==> config.mk <==
export PLATFORM = sky130hd
export DESIGN_NAME = elink_rx_deframer
export DESIGN_NICKNAME = d
export VERILOG_FILES = /design/src/rtl/elink_pkg.sv /design/src/rtl/elink_rx_deframer_byte_align.sv /design/src/rtl/elink_rx_deframer.sv
export SDC_FILE = /design/constraint.sdc
export NUM_CORES = 1
export LEC_CHECK = 0
export CAP_MARGIN = 5
export CORE_ASPECT_RATIO = 1.75
export CORE_MARGIN = 4
export CORE_UTILIZATION = 54
export DETAILED_ROUTE_END_ITERATION = 10
export MAX_ROUTING_LAYER = met4
export PLACE_DENSITY = 0.88
export SLEW_MARGIN = 25
export SYNTH_ARGS = -nofsm -noshare
export SYNTH_HDL_FRONTEND = slang
export SYNTH_HIERARCHICAL = 1
export SYNTH_SLANG_ARGS = --single-unit
==> constraint.sdc <==
create_clock -name clk -period 2.8 [get_ports clk]
set_input_delay 0.56 -clock clk [delete_from_list [all_inputs] [get_ports clk]]
set_output_delay 0.56 -clock clk [all_outputs]
set_load 0.05 [all_outputs]
==> src/rtl/elink_pkg.sv <==
// Shared types, frame constants and CRC helper for the E-link receive deframer.
// crc8_07 is only referenced when ELINK_RX_CRC_EN is defined.
package elink_pkg;

   localparam logic [7:0] SOP_BYTE      = 8'h3C;
   localparam logic [7:0] EOP_BYTE      = 8'hBC;
   localparam logic [7:0] IDLE_BYTE     = 8'hAA;
   localparam int         PAYLOAD_BYTES = 10;
   localparam int         DATA_W        = 76;

   typedef enum logic [2:0] {
      ST_HUNT,
      ST_LOCKED,
      ST_PAYLOAD,
`ifdef ELINK_RX_CRC_EN
      ST_CRC,
`endif
      ST_EOP_CHK
   } state_t;

   // CRC-8, polynomial 0x07, one byte folded in MSB-first
   function automatic logic [7:0] crc8_07(input logic [7:0] crc, input logic [7:0] data);
      logic [7:0] c;
      c = crc ^ data;
      for (int i = 0; i < 8; i++) begin
         c = c[7] ? ((c << 1) ^ 8'h07) : (c << 1);
      end
      return c;
   endfunction

endpackage

==> src/rtl/elink_rx_deframer_byte_align.sv <==
// Bit-pair window shift register and byte phase counter for the E-link deframer.
// While hunt is high the phase is held at zero so it restarts on the SOP boundary.
module elink_byte_align
   import elink_pkg::*;
(
   input  logic       clk,
   input  logic       rst,
   input  logic       hunt,
   input  logic [1:0] rx,
   output logic       byte_strb,
   output logic [7:0] byte_data
);

   logic [7:0] window;
   logic [1:0] phase;

   always_ff @(posedge clk or negedge rst) begin
      if (!rst) begin
         window <= '0;
         phase  <= '0;
      end else begin
         window <= {window[5:0], rx};
         phase  <= hunt ? 2'd0 : phase + 2'd1;
      end
   end

   assign byte_data = window;
   assign byte_strb = !hunt && (phase == 2'd3);

endmodule

==> src/rtl/elink_rx_deframer.sv <==
// E-link receive deframer: aligns on SOP, collects a 10-byte frame, publishes 76 bits.
// Optional CRC-8 byte before EOP is enabled by defining ELINK_RX_CRC_EN.
//
// state      | meaning
// ST_HUNT    | search the window for SOP every clk
// ST_LOCKED  | aligned between frames, IDLE or SOP expected
// ST_PAYLOAD | shifting in payload bytes
// ST_CRC     | receiving the CRC byte (ELINK_RX_CRC_EN only)
// ST_EOP_CHK | check EOP (and CRC), then publish or drop
module elink_rx_deframer
   import elink_pkg::*;
(
   input  logic              clk,
   input  logic              rst,
   input  logic              en,
   input  logic [1:0]        rx_elink2bit,
   output logic [DATA_W-1:0] data_tra_downlink,
   output logic              irq_elink_tra,
   output logic              frame_err,
   output logic              align_err,
   output logic              locked
);

   localparam logic [3:0] LAST_BYTE = 4'(PAYLOAD_BYTES - 1);

   state_t            state, state_nxt;
   logic              byte_strb;
   logic [7:0]        byte_data;
   logic [3:0]        count;
   // Only the low 76 bits of the 80-bit payload are kept; the top nibble falls off the shift.
   logic [DATA_W-1:0] payload;
   logic              frame_ok;
   logic              irq_nxt, ferr_nxt, aerr_nxt;
   logic              clr_frame, shift, load;

   elink_byte_align u_align (
      .clk       (clk),
      .rst       (rst),
      .hunt      (state == ST_HUNT),
      .rx        (rx_elink2bit),
      .byte_strb (byte_strb),
      .byte_data (byte_data)
   );

`ifdef ELINK_RX_CRC_EN
   logic [7:0] crc;
   logic       crc_ok;
   logic       crc_cap;

   always_ff @(posedge clk or negedge rst) begin
      if (!rst) begin
         crc    <= '0;
         crc_ok <= 1'b0;
      end else begin
         if (clr_frame)  crc <= '0;
         else if (shift) crc <= crc8_07(crc, byte_data);
         if (crc_cap)    crc_ok <= (byte_data == crc);
      end
   end

   assign frame_ok = (byte_data == EOP_BYTE) && crc_ok;
`else
   assign frame_ok = (byte_data == EOP_BYTE);
`endif

   always_comb begin
      state_nxt = state;
      irq_nxt   = 1'b0;
      ferr_nxt  = 1'b0;
      aerr_nxt  = 1'b0;
      clr_frame = 1'b0;
      shift     = 1'b0;
      load      = 1'b0;
`ifdef ELINK_RX_CRC_EN
      crc_cap   = 1'b0;
`endif
      if (!en) begin
         state_nxt = ST_HUNT;
      end else begin
         case (state)
            ST_HUNT: begin
               if (byte_data == SOP_BYTE) begin
                  state_nxt = ST_PAYLOAD;
                  clr_frame = 1'b1;
               end
            end
            ST_LOCKED: begin
               if (byte_strb) begin
                  if (byte_data == SOP_BYTE) begin
                     state_nxt = ST_PAYLOAD;
                     clr_frame = 1'b1;
                  end else if (byte_data != IDLE_BYTE) begin
                     state_nxt = ST_HUNT;
                     aerr_nxt  = 1'b1;
                  end
               end
            end
            ST_PAYLOAD: begin
               if (byte_strb) begin
                  shift = 1'b1;
                  if (count == LAST_BYTE) begin
`ifdef ELINK_RX_CRC_EN
                     state_nxt = ST_CRC;
`else
                     state_nxt = ST_EOP_CHK;
`endif
                  end
               end
            end
`ifdef ELINK_RX_CRC_EN
            ST_CRC: begin
               if (byte_strb) begin
                  crc_cap   = 1'b1;
                  state_nxt = ST_EOP_CHK;
               end
            end
`endif
            ST_EOP_CHK: begin
               if (byte_strb) begin
                  if (frame_ok) begin
                     load      = 1'b1;
                     irq_nxt   = 1'b1;
                     state_nxt = ST_LOCKED;
                  end else begin
                     ferr_nxt  = 1'b1;
                     state_nxt = ST_HUNT;
                  end
               end
            end
            default: state_nxt = ST_HUNT;
         endcase
      end
   end

   always_ff @(posedge clk or negedge rst) begin
      if (!rst) begin
         state             <= ST_HUNT;
         count             <= '0;
         payload           <= '0;
         data_tra_downlink <= '0;
         irq_elink_tra     <= 1'b0;
         frame_err         <= 1'b0;
         align_err         <= 1'b0;
         locked            <= 1'b0;
      end else begin
         state         <= state_nxt;
         irq_elink_tra <= irq_nxt;
         frame_err     <= ferr_nxt;
         align_err     <= aerr_nxt;
         locked        <= (state_nxt != ST_HUNT);
         if (clr_frame)  count <= '0;
         else if (shift) count <= count + 4'd1;
         if (shift)      payload <= {payload[DATA_W-9:0], byte_data};
         if (load)       data_tra_downlink <= payload;
      end
   end

endmodule

==> flow_results.org <==
** Status
- The flow ran to the end, and the final reports show no timing, DRC or antenna violations.

** Setup path
- Critical path type :: flop to flop
- Endpoint arrival time on the critical path :: about 2700 ps
- Critical path data required time :: 3100 ps
- STA classifies the critical path startpoint as a flop.
- STA classifies the critical path endpoint as a flop.
- Depth of the worst register-to-register path :: 6
- Critical path fanouts, max :: 26

** Global route
- Global routing used between 10% and 20% of the available tracks across all layers.
- Entering global routing, the biggest net connects 78 pins.
- The initial antenna violation count was 0.
- The via count of the first global-routing pass was about 3800.
- Summed over all layers, the global routing overflow is 0.
- The first global-routing pass estimated 19600 um of wire.

** Timing
- RSZ-0062 raised after global routing :: no
- Tightest Pin Transition :: approximately 690 ps
- Number of failing setup endpoints in the final timing report :: 0
- The worst pin sits at a relative slew slack of between 50% and 60%.
- Max-slew violations :: 0
- The number of endpoints with negative hold slack in the final report came to 0.
- Final critical path time including I/O delays and setup :: 2370 ps
- Adding up every negative setup slack in the final design gives 0 ps.
- On the final layout, the worst clock skew is 13.2 ps.
- For this run, the top clock speed supported by timing is around 0.42 GHz.
- Period utilisation layout :: 84.8%

** Yosys
- Counting distinct cell types in the post-synthesis netlist gives 33.
- Ys Warns :: 6
- Main synth FF type :: dfrtp_1
- Fraction of synthesis flops using an asynchronous set or reset pin :: 100%
- Synthesis produced a netlist whose cell count is 394.
- Count of flip-flops with a built-in enable after synthesis :: 0
- Synthesis produced a netlist with a net count of 402.
- Averaged over all synthesized cells, the footprint is 16.5 um2.
- Counting flops and latches in the post-synthesis netlist gives roughly 170.
- Sequential cell area fraction in the yosys report :: 66.6%
- The synthesized netlist occupies a cell area of ~6500 um2.

** Run
- Max-cap violations in this run came to 0.

** CTS
- Number of buffers inserted during clock tree synthesis :: 17
- Number of H-tree branching levels :: 4
- TritonCTS built the clock tree.
- CTS placed an instance of clkbuf_16 at the clock tree root.
- Setup Fix Bufs, Post-CTS :: 0
- In this run the deepest clock path goes through 2 buffers.
- Clock insertion delay at the later pin of the skew report :: 420 ps
- Number of resized instances in the post-cts repair step :: 0
- CTS saw 173 sinks.
- CTS hold repair buffers :: 0
- Clock-pin slew was measured on the worst setup and hold paths at 70 ps.

** Layout
- Number of filler cells placed in the layout :: around 760
- 0 antenna diodes ended up in the layout.
- Layout Cell Area excl Fill :: 8130 um2
- # nets final :: 493
- Number of standard cells in the layout, taps in and fillers out :: 632
- Signed area change from the synthesized netlist to the final layout :: 25.1%
- Of the cells placed in the final design, the portion with a size suffix greater than 1 is 33.0%.

** Floorplanning
- Core Footprint :: 11600 um2
- The die is 90.9 um wide.
- Once the floorplan was initialized, standard cells occupied between 50% and 60% of the core.
- Row count :: 52
- IO Pins :: 85
- Vertical die dimension :: 153 um
- The floorplan step defined a die boundary enclosing 13900 um2.

** Power and ir drop
- Peak VDD IR :: 0.442 mV
- Dividing total power by cell area gives a power density of slightly above 600 nW/um2.
- The analysis attributes to cell leakage a power of 3.96 nW.

** Route
- After detailed routing, the total wire length is 11800 um.
- Summing over every cut layer, the via total after detailed routing is ~3500.
- Average via count per standard cell :: 5.48
- In this run the remaining antenna-violating nets after routing total 0.
- Detailed-routing iteration count for the pre-antenna-repair pass :: 4
- Per-cell routed wire length :: ~19 um
- The first routing iteration left 200 violations.
- In the routed design, unresolved DRC markers number 0.

** Placed design
- Summed over all nets, the half-perimeter wirelength after detailed placement is about 7900 um.
- Placement-stage cell area :: around 7500 um2
- Buffers placed on the I/O ports in this run total 84.
- Counting tap cells, the placed design contains a total of around 600 instances.
- The congestion estimate from routability-driven global placement came to 0.783.

** Min path
- Hold/Removal Path Class :: input pin to async pin
==> Yosys cell counts (2+ instances only) <==
cell type / number / area, um2
nor2_1: 10 / 37.5
mux2_1: 29 / 327
buf_4: 3 / 22.5
or4bb_1: 2 / 22.5
nand3_1: 2 / 10.0
xnor2_1: 3 / 26.3
buf_6: 3 / 33.8
dfrtp_1: 173 / 4330
ha_1: 3 / 37.5
nor3_1: 4 / 20.0
a21oi_1: 2 / 10.0
o21ai_0: 2 / 10.0
nand4bb_1: 2 / 22.5
mux2_2: 123 / 1390
nor2b_1: 3 / 18.8
buf_2: 11 / 55.1
nand4b_1: 2 / 17.5
inv_1: 2 / 7.51
==> layout by cell type, fill, tap and decap left out, types with 2 or more instances in the layout <==
| cell | instances |
|---|---|
| a21oi_1 | 2 |
| buf_12 | 5 |
| bufinv_16 | 3 |
| clkbuf_16 | 17 |
| clkbuf_8 | 2 |
| clkdlybuf4s50_1 | 83 |
| clkinvlp_4 | 4 |
| dfrtp_1 | 173 |
| ha_1 | 3 |
| inv_1 | 2 |
| inv_6 | 3 |
| mux2_1 | 29 |
| mux2_2 | 123 |
| nand3_1 | 2 |
| nand4b_1 | 2 |
| nand4bb_1 | 2 |
| nor2_1 | 10 |
| nor2b_1 | 3 |
| nor3_1 | 4 |
| o21ai_0 | 2 |
| or4bb_1 | 2 |
| xnor2_1 | 3 |
==> critical path, cell delays in order, from the launching register on <==
cell and delay, ps:
dfrtp_1 480, nor3_1 120, nor2b_1 370, nand4_1 260, nor3_4 250, buf_4 380
mux2_2 380
==> registers in the layout (all words and copies together), names as in the netlist <==
name               count
u_align/phase          2
payload               76
data_tra_downlink     76
locked                 1
state                  3
irq_elink_tra          1
align_err              1
frame_err              1
count                  4
u_align/byte_data      8
==> area by class of cell <==
cell class                 count  area [um2]  share of cell area [%]
clock buffer                  19         453                    5.57
clock inverter                12         160                    1.97
inverter                       2        7.51                  0.0924
multi-input combinational    201        2060                    25.3
sequential                   173        4330                    53.3
tap                          135         169                    2.08
timing repair buffer          90         950                    11.7
==> worst paths after layout <==
path / startpoint / end / slack [ps]
worst max-delay path: state[1] / data_tra_downlink[35] / 430
worst min-delay path: rst / data_tra_downlink[3] / 150
worst max register to register: state[1] / data_tra_downlink[35] / 430
worst min register to register: u_align/byte_data[5] / u_align/byte_data[7] / 420
max in group asynchronous: rst / data_tra_downlink[52] / 1860
min in group clk: u_align/byte_data[5] / u_align/byte_data[7] / 420
==> stage by stage <==
step                utilization [%]  hold slack (ps)  setup WS, ps  power (mW)
floorplan                         -              264           782        2.58
global placement               64.5              383           444        2.65
detailed placement             64.5              398           385        2.65
CTS                            69.8              183           449        5.05
global route                   69.8              217           228        5.17
finish                         69.8              154           425        5.00
==> where the power goes <==
group          internal [mW]  switching, mW  leakage (nW)
clock network           1.45          0.948         0.288
logic                 0.0201         0.0568          1.28
registers               2.51         0.0119          2.39
==> logic make-up after synthesis <==
family / count (synthesis) / share of synthesized area (%)
other: 1 / 0.0577
XOR/XNOR: 3 / 0.404
buffers and inverters: 20 / 1.89
AO/OA/AOI/OAI: 7 / 0.655
adder cells (fa/ha/maj): 3 / 0.578
multiplexers: 152 / 26.3
flip-flops: 173 / 66.6
AND/OR/NAND/NOR: 35 / 3.45
==> per-layer routing <==
layer | part of all wire, % | GRT usage (%)
met2 | 55 | 31.5
met5 | 0 | -
met4 | 2.0 | 8.06
met1 | 40 | 21.2
met3 | 3.1 | 4.18
Power figures use the tool's default switching activity.
